`src/rtl/uart_tx_fifo.sv`:
```
// rtl/uart_tx_fifo.sv - byte FIFO feeding a UART transmitter through a launch/arm/wait handshake
module uart_tx_fifo #(
    parameter int DEPTH_LOG2 = 4
) (
    input  logic                  clk_i,
    input  logic                  reset_n_i,
    input  logic [7:0]            wr_data_i,
    input  logic                  wr_valid_i,
    output logic                  wr_ready_o,
    input  logic                  flush_i,
    input  logic                  clr_ovf_i,
    output logic [DEPTH_LOG2:0]   level_o,
    output logic                  overflow_o,
    output logic                  empty_o,
    output logic [7:0]            tx_data_o,
    output logic                  tx_valid_o,
    input  logic                  tx_busy_i
);

    localparam int DEPTH = 2 ** DEPTH_LOG2;
    localparam logic [DEPTH_LOG2:0]   LVL_FULL = (DEPTH_LOG2 + 1)'(DEPTH);
    localparam logic [DEPTH_LOG2:0]   LVL_ONE  = (DEPTH_LOG2 + 1)'(1);
    localparam logic [DEPTH_LOG2-1:0] PTR_ONE  = DEPTH_LOG2'(1);

    typedef enum logic [1:0] {
        ST_IDLE = 2'd0,
        ST_ARM  = 2'd1,
        ST_WAIT = 2'd2
    } state_e;

    state_e                  state_q, state_d;
    logic [7:0]              mem_q [DEPTH];
    logic [DEPTH_LOG2-1:0]   wr_ptr_q, wr_ptr_d;
    logic [DEPTH_LOG2-1:0]   rd_ptr_q, rd_ptr_d;
    logic [DEPTH_LOG2:0]     level_q, level_d;
    logic                    ovf_q, ovf_d;
    logic [7:0]              tx_data_q, tx_data_d;
    logic                    tx_valid_q, tx_valid_d;
    logic                    full;
    logic                    push;
    logic                    pop;

    // Readiness looks only at the registered level, so a same-cycle pop never frees a full FIFO.
    assign full       = (level_q == LVL_FULL);
    assign wr_ready_o = !full;
    assign push       = wr_valid_i && !full && !flush_i;

    assign level_o    = level_q;
    assign overflow_o = ovf_q;
    assign empty_o    = (level_q == '0) && (state_q == ST_IDLE);
    assign tx_data_o  = tx_data_q;
    assign tx_valid_o = tx_valid_q;

    // Launch FSM: one-cycle strobe from IDLE, then track the transmitter's busy rise and fall.
    always_comb begin
        state_d    = state_q;
        pop        = 1'b0;
        tx_valid_d = 1'b0;
        tx_data_d  = tx_data_q;
        case (state_q)
            ST_IDLE: begin
                // A flush discards the head too, so no launch is taken in that cycle.
                if ((level_q != '0) && !tx_busy_i && !flush_i) begin
                    pop        = 1'b1;
                    tx_valid_d = 1'b1;
                    tx_data_d  = mem_q[rd_ptr_q];
                    state_d    = ST_ARM;
                end
            end
            ST_ARM: begin
                if (tx_busy_i) begin
                    state_d = ST_WAIT;
                end
            end
            ST_WAIT: begin
                if (!tx_busy_i) begin
                    state_d = ST_IDLE;
                end
            end
            default: begin
                state_d = ST_IDLE;
            end
        endcase
    end

    // Pointer, level and sticky overflow next-state; flush wins over push and pop.
    always_comb begin
        wr_ptr_d = wr_ptr_q;
        rd_ptr_d = rd_ptr_q;
        level_d  = level_q;
        if (flush_i) begin
            wr_ptr_d = '0;
            rd_ptr_d = '0;
            level_d  = '0;
        end else begin
            if (push) begin
                wr_ptr_d = wr_ptr_q + PTR_ONE;
            end
            if (pop) begin
                rd_ptr_d = rd_ptr_q + PTR_ONE;
            end
            case ({push, pop})
                2'b10:   level_d = level_q + LVL_ONE;
                2'b01:   level_d = level_q - LVL_ONE;
                default: level_d = level_q;
            endcase
        end
        if (wr_valid_i && full) begin
            ovf_d = 1'b1;
        end else if (clr_ovf_i) begin
            ovf_d = 1'b0;
        end else begin
            ovf_d = ovf_q;
        end
    end

    // Control state registers with asynchronous active-low reset.
    always_ff @(posedge clk_i or negedge reset_n_i) begin
        if (!reset_n_i) begin
            state_q    <= ST_IDLE;
            wr_ptr_q   <= '0;
            rd_ptr_q   <= '0;
            level_q    <= '0;
            ovf_q      <= 1'b0;
            tx_data_q  <= 8'hFF;
            tx_valid_q <= 1'b0;
        end else begin
            state_q    <= state_d;
            wr_ptr_q   <= wr_ptr_d;
            rd_ptr_q   <= rd_ptr_d;
            level_q    <= level_d;
            ovf_q      <= ovf_d;
            tx_data_q  <= tx_data_d;
            tx_valid_q <= tx_valid_d;
        end
    end

    // Byte storage; contents are don't-care until written, so no reset is needed.
    always_ff @(posedge clk_i) begin
        if (push) begin
            mem_q[wr_ptr_q] <= wr_data_i;
        end
    end

endmodule

```
`config.mk`:
```
export PLATFORM = sky130hd
export DESIGN_NAME = uart_tx_fifo
export DESIGN_NICKNAME = d
export VERILOG_FILES = /design/src/rtl/uart_tx_fifo.sv
export SDC_FILE = /design/constraint.sdc
export NUM_CORES = 1
export LEC_CHECK = 0
export BUFFER_PORTS_ARGS = -buffer_cell sky130_fd_sc_hd__buf_4
export CORE_UTILIZATION = 60
export DETAILED_ROUTE_END_ITERATION = 6
export PLACE_DENSITY = 0.86
export SLEW_MARGIN = 20
export SYNTH_ARGS = -nofsm -noshare
export SYNTH_HDL_FRONTEND = slang
export SYNTH_SLANG_ARGS = --single-unit
export TNS_END_PERCENT = 10
```
`constraint.sdc`:
```
create_clock -name clk_i -period 4.05 [get_ports clk_i]
set_input_delay 0.81 -clock clk_i [delete_from_list [all_inputs] [get_ports clk_i]]
set_output_delay 0.81 -clock clk_i [all_outputs]
set_load 0.02 [all_outputs]
```
==> results of run 1 <==
==> through the flow <==
stage | area, um^2 | utilization [%] | instances | setup WS (ns)
after floorplan | 6270 | - | 349 | 1.04
after global placement | 6660 | 66.9 | 502 | 1.01
after detailed placement | 6660 | 66.9 | 502 | 0.912
after CTS | 7260 | 72.9 | 534 | 1.20
after global routing | 7260 | 72.9 | 534 | 1.06
final | 7260 | 72.9 | 534 | 1.20
==> cells in the mapped netlist (3+ instances only) <==
master / number / area [um^2]
nand2_1: 21 / 78.8
clkbuf_1: 13 / 48.8
o221ai_1: 8 / 70.1
xor2_1: 6 / 52.6
mux4_2: 32 / 721
a21oi_1: 4 / 20.0
o21ai_0: 6 / 30.0
mux2i_1: 20 / 200
nand2b_1: 3 / 18.8
edfxtp_1: 128 / 3840
nor3_1: 8 / 40.0
dfrtp_1: 17 / 425
buf_2: 4 / 20.0
inv_1: 7 / 26.3
nand3_1: 4 / 20.0
nor2_1: 18 / 67.6
ha_1: 7 / 87.6
xnor2_1: 4 / 35.0
and3_1: 4 / 25.0
dfstp_2: 8 / 210
==> cells in the final DEF, fill, tap and decap left out, types with 8 or more instances in the layout <==
master	synthesis	final
buf_4	0	41
clkbuf_16	0	16
dfrtp_1	17	16
dfstp_2	8	8
edfxtp_1	128	128
mux2i_1	20	20
mux4_2	32	32
nand2_1	21	21
nor2_1	18	18
nor3_1	8	8
o221ai_1	8	8
==> metal layers <==
layer  GRT usage, %  vias up  part of all wire (%)  wire [um]
met1           33.1     1678                    40       4840
met5              0        -                     0          0
met3           6.45       21                   8.4       1010
met2           39.0      168                    50       6000
met4           10.2        0                   1.8        214
li1               -     1457                     -          -
==> kinds of logic after synthesis <==
group	after synthesis	synth area share (%)
adders and majority gates	7	1.40
buffers and inverters	29	1.96
AOI/OAI and AO/OA	25	3.15
DFF	153	71.4
muxes	52	14.7
and+or+nand+nor	73	5.99
xor gates and xnor gates	10	1.40
==> path summary, 6_finish.rpt <==
check,startpoint,end,slack (ns),cells after the start
setup reg to reg,level_o[1],level_o[4],1.20,9
min in group clk_i,clr_ovf_i,overflow_o,0.47,2
setup / recovery,level_o[1],level_o[4],1.20,9
hold / removal,reset_n_i,wr_ptr_q[1],0.17,1
hold reg to reg,overflow_o,overflow_o,0.53,2
max in group asynchronous,reset_n_i,tx_data_o[5],3.58,1
==> sequential cells by signal, indices dropped and copies added (netlist names) <==
signal,cells
mem_q,128
overflow_o,1
rd_ptr_q,4
level_o,5
tx_data_o,8
wr_ptr_q,4
tx_valid_o,1
state_q,2
==> layout make-up <==
cell class                 count  area [um^2]  share of cell area, %
sequential                   153         4480                   61.8
multi-input combinational    167         1680                   23.1
clock buffer                  17          414                   5.71
timing repair buffer          41          308                   4.24
clock inverter                15          181                   2.50
tap                          133          166                   2.29
inverter                       8         30.0                  0.414
==> worst reg2reg max path, stage by stage (launching register included) <==
cell and delay [ns]:
dfrtp_1 0.47, or4_1 0.69, o211ai_4 0.26, xnor2_1 0.10, ha_1 0.23, or3_1 0.31
a21oi_1 0.16, mux2i_1 0.09, or3_1 0.31, a21oi_1 0.14
==> where the power goes <==
part           internal (W)  switching, W  leakage [nW]
combinational      0.000474      0.000464         0.734
clock              0.000905      0.000666         0.295
sequential          0.00182      0.000172          1.47
total               0.00320       0.00130          2.50
==> results.toml, run 1 <==
[timing]
hold_viol = 0
hold-worst-slack_ns = 0.171
fmax_mhz = 351
relSlewSlack_pct = 21.1
setup_viol = 0
setup-tns-final_ns = 0
post-route-min-period_ns = 2.85
fin_worst_skew_ns = 0.00511
rsz0062_at_grt = "false"
finalCritPeriodShare_pct = 70.3
slew_viol_final = 0
timing_worst_slew_pin_value_ns = 1.18

[final_layout]
nFillCells = 544
antennaDiodeCount = 0
syn_to_final_growth_pct = 15.7
nets = 409
layout-drive-gt1-share_pct = 29.9

[synth]
yosysWarnings = 0
synth_flop_cell = "edfxtp_1"
postSynthAreaPerCell_um2 = 18.0
postSynthCellCount = 349
ys_types = 42
synth_nets = 370
async_flop_share_pct = 16.3
ys_ff_latch = 153
synth_edf_count = 128
syn_area_um2 = 6270
synth_seq_area_share_pct = 71.4

[clock_network]
cts-root-buf = "clkbuf_8"
postCtsSetupBuffers = 0
cts_hold_buf = 0
clk_path_buf_depth = 2
cts_buffers = 17
cts_max_level = 4
clk_pin_slew_ns = 0.06
clk_latency_ns = 0.53
post_cts_resized = 0
cts_tree = "built"
cts.sink_count = 153

[worst_setup_path]
path_cells = "or4_1, o211ai_4, xnor2_1, ha_1, or3_1, a21oi_1, mux2i_1, or3_1, a21oi_1"
cp_data_required_time_ns = 4.51
crit_path_start_kind = "flip-flop"
path_class = "reg2reg"
crit_buf_inv = 0
crit_path_end_kind = "flip-flop"
arrival_ns = 3.30
cp_max_fo = 9
slowest_delay_ns = 0.69
crit_family = "simple AND/OR/NAND/NOR gates"
slowest_stage = "or4_1"

[floorplanning]
coreArea_um2 = 9950
boundaryPins = 31
rows = 36
fp.dieW_um = 104
die_y_um = 104
dieArea_um2 = 10900
start_util_pct = 63.0

[grt]
grt_max_degree = 36
grt_pass1_wl_um = 18800
grt-ovfl-total = 0
grt_use_total_pct = 24.7
antenna_found_initial = 0
grt_pass1_vias = 3365

[routing]
vias = 3324
drc = 0
wl_per_cell_um = 22.6
postRouteAntennaNets = 0
dr.pass1.iters = 5
drt_iter0_markers = 314
wl_um = 12100
vias_per_cell = 6.22

[outcome]
status = "finished clean"

[place]
gp_congestion = 0.861
port-buffer-count = 30
dp_hpwl_um = 7210

[min_path]
min_path_type = "in2async"

[power_and_ir_drop]
peakVddDrop_uv = 451
power_density_nw_per_um2 = 621
p_leak_nw = 2.50
power_w = 0.00451

[flow_run]
drv_cap = 0
(Power assumes the default switching activity.)
==> inputs of run 2 (changes only) <==
--- a/config.mk
+++ b/config.mk
@@ -6,9 +6,9 @@
 export NUM_CORES = 1
 export LEC_CHECK = 0
 export BUFFER_PORTS_ARGS = -buffer_cell sky130_fd_sc_hd__buf_4
-export CORE_UTILIZATION = 60
+export CORE_UTILIZATION = 55
 export DETAILED_ROUTE_END_ITERATION = 6
-export PLACE_DENSITY = 0.86
+export PLACE_DENSITY = 0.84
 export SLEW_MARGIN = 20
 export SYNTH_ARGS = -nofsm -noshare
 export SYNTH_HDL_FRONTEND = slang
==> constraint.sdc (replaced) <==
create_clock -name clk_i -period 2.52 [get_ports clk_i]
set_input_delay 0.504 -clock clk_i [delete_from_list [all_inputs] [get_ports clk_i]]
set_output_delay 0.504 -clock clk_i [all_outputs]
set_load 0.02 [all_outputs]
==> run 2 against run 1 <==
Against the previous run: the run now ends with negative setup slack left; die area up 8.9%; total power rose by 72%; clock power up 75%; count of clock-buffer cells in the layout did not move; critical endpoint unchanged; highest routed layer unchanged.
==> results.toml, run 2 (synthesis results as in run 1) <==
[routing]
wl_per_cell_um = 24.8
wl_met1_um = 5180
dr.max_layer_used = "met4"
wl_um = 13900
drc = 0
dr.pass1.iters = 6
postRouteAntennaNets = 0
drt_iter0_markers = 412
route.met2.wl_um = 7380
wl_met3_um = 962
vias = 3504
vias_per_cell = 6.25

[worst_setup_path]
rrSetupSlack_ns = -0.08
cp_num_cells = 9
slowest_delay_ns = 0.57
crit_path_end_kind = "flip-flop"
critPathLaunch = "level_o[2]"
path_class = "reg2reg"
cp_common_cell = "or3_1"
reg2regPathDepth = 9
crit_buf_inv = 0
crit_end = "level_o[4]"
crit_family = "simple AND/OR/NAND/NOR gates"
cp_max_fo = 3
crit_path_start_kind = "flip-flop"
slowest_stage = "or4_4"
cp_data_required_time_ns = 2.87
arrival_ns = 2.95
r2r-end = "level_o[4]"
path_cells = "or4_4, o211ai_4, xnor2_2, ha_2, or3_1, a21oi_2, mux2i_1, or3_1, a21oi_1"
worstReg2RegStart = "level_o[2]"

[timing]
fin_worst_skew_ns = 0.0100
relSlewSlack_pct = 53.7
timing_worst_slew_pin_value_ns = 0.693
finalCritPeriodShare_pct = 103
layout_setup_ws_ns = -0.0812
post-route-min-period_ns = 2.60
hold-worst-slack_ns = 0.277
hold_viol = 0
slew_viol_final = 0
setup_viol = 1
rsz0062_at_grt = "true"
fmax_mhz = 384

[floorplanning]
start_util_pct = 57.1
boundaryPins = 31
rows = 38
fp.dieW_um = 109
die_y_um = 109
coreArea_um2 = 11000
dieArea_um2 = 11800

[grt]
grt_use_total_pct = 25.7
grt-ovfl-total = 0
grt_max_degree = 37
grt_pass1_vias = 3618
antenna_found_initial = 0
grt_pass1_wl_um = 20900

[place]
dp.cells = 527
dp_hpwl_um = 7770
dpl_cell_area_um2 = 6830
gp_congestion = 0.813
port-buffer-count = 30

[clock_network]
clk_path_buf_depth = 2
cts_max_level = 4
cts_tree = "built"
clk_latency_ns = 0.43
cts.sink_count = 153
cts-root-buf = "clkbuf_16"
cts_buffers = 17
clk_pin_slew_ns = 0.06

[flow_run]
drv_cap = 0

[power_and_ir_drop]
p_int_w = 0.00553
p_leak_nw = 2.62
peakVddDrop_uv = 694
switching_share_pct = 28.5
p_seq_share_pct = 39.9
power_density_nw_per_um2 = 1030
p_sw_w = 0.00220
combPwrFrac_pct = 24.6
clkPwrFrac_pct = 35.5

[final_layout]
final_common_cell = "edfxtp_1"
seq_area_um2 = 4480
nets = 429
final_core_util_pct = 68.4
final_cell_mix = "edfxtp_1 (128), buf_4 (58), mux4_2 (32), nand2_1 (21), mux2i_1 (20)"
final_cells = 561
layout-drive-gt1-share_pct = 34.4
syn_to_final_growth_pct = 19.8
antennaDiodeCount = 0
regMostFlops = "mem_q"
final_cell_area_um2 = 7510
nFillCells = 646
multi_input_area_um2 = 1710
largest_reg_flops = 128

[min_path]
min_path_type = "in2reg"
worstHoldStart = "clr_ovf_i"

[outcome]
status = "complete, but fails checks"
violations = "negative setup slack"
[run 2: changes by cell type in the layout (fill, tap and decap cells not counted), moves of 2 or more]
| cell | change |
|---|---|
| inv_8 | -4 |
| inv_6 | +3 |
| clkinv_4 | -4 |
| buf_4 | +17 |
| bufinv_16 | +2 |
| clkinvlp_4 | +2 |
| buf_12 | +2 |
[run 2: stage by stage]
| stage | setup WS (ns) | power [W] | TNS, ns |
|---|---|---|---|
| 2_1_floorplan | -0.187 | 0.00433 | -3.48 |
| 3_3_place_gp | 0.0368 | 0.00486 | 0 |
| 3_5_place_dp | -0.115 | 0.00493 | -0.115 |
| 4_1_cts | -0.0470 | 0.00772 | -0.0470 |
| 5_1_grt | -0.128 | 0.00801 | -0.209 |
| 6_report | -0.0812 | 0.00774 | -0.0812 |
[run 2: worst min-delay path by stage]
stage / endpoint / slack [ns] / cells past startpoint
after floorplan: level_o[0] / 0.21 / 0
after global placement: level_o[2] / 0.43 / 1
after detailed placement: wr_ptr_q[0] / 0.43 / 1
after CTS: overflow_o / 0.27 / 2
after global routing: overflow_o / 0.27 / 2
final: overflow_o / 0.28 / 2
[run 2: power by group through the flow]
stage | Combinational (W) | Clock (W) | Sequential, W
after floorplan | 0.00113 | 0 | 0.00320
after global placement | 0.00175 | 0 | 0.00311
after detailed placement | 0.00180 | 0 | 0.00313
after CTS | 0.00187 | 0.00276 | 0.00309
after global routing | 0.00203 | 0.00287 | 0.00311
final | 0.00190 | 0.00275 | 0.00309
[run 2: layout make-up]
type                            instances  share of cell area [%]
Clock inverter                         15                    2.76
Multi-Input combinational cell        167                    22.7
Sequential cell                       153                    59.6
Timing Repair Buffer                   61                    6.46
Clock buffer                           17                    5.66
Inverter                                8                   0.400
Tap cell                              140                    2.33
[run 2: worst reg2reg max path, stage by stage, from the launching register on]
cell and delay [ns]:
dfrtp_1 0.41, or4_4 0.57, o211ai_4 0.23, xnor2_2 0.10, ha_2 0.18, or3_1 0.33
a21oi_2 0.13, mux2i_1 0.10, or3_1 0.34, a21oi_1 0.13
[run 2: routing by layer]
layer,track usage [%],vias to the layer above
met2,43.3,191
met3,6.87,39
li1,-,1500
met5,0,-
met1,31.5,1774
met4,11.1,0
[run 2: timing repair]
item | 4_1_cts | 5_1_grt
hold endpoints to repair | 17 | 0
pin swaps | 5 | 1
hold buffers | 1 | 0
endpoints found under the setup margin | 1 | 2
resized for setup | 2 | 3
setup buffers | 1 | 0
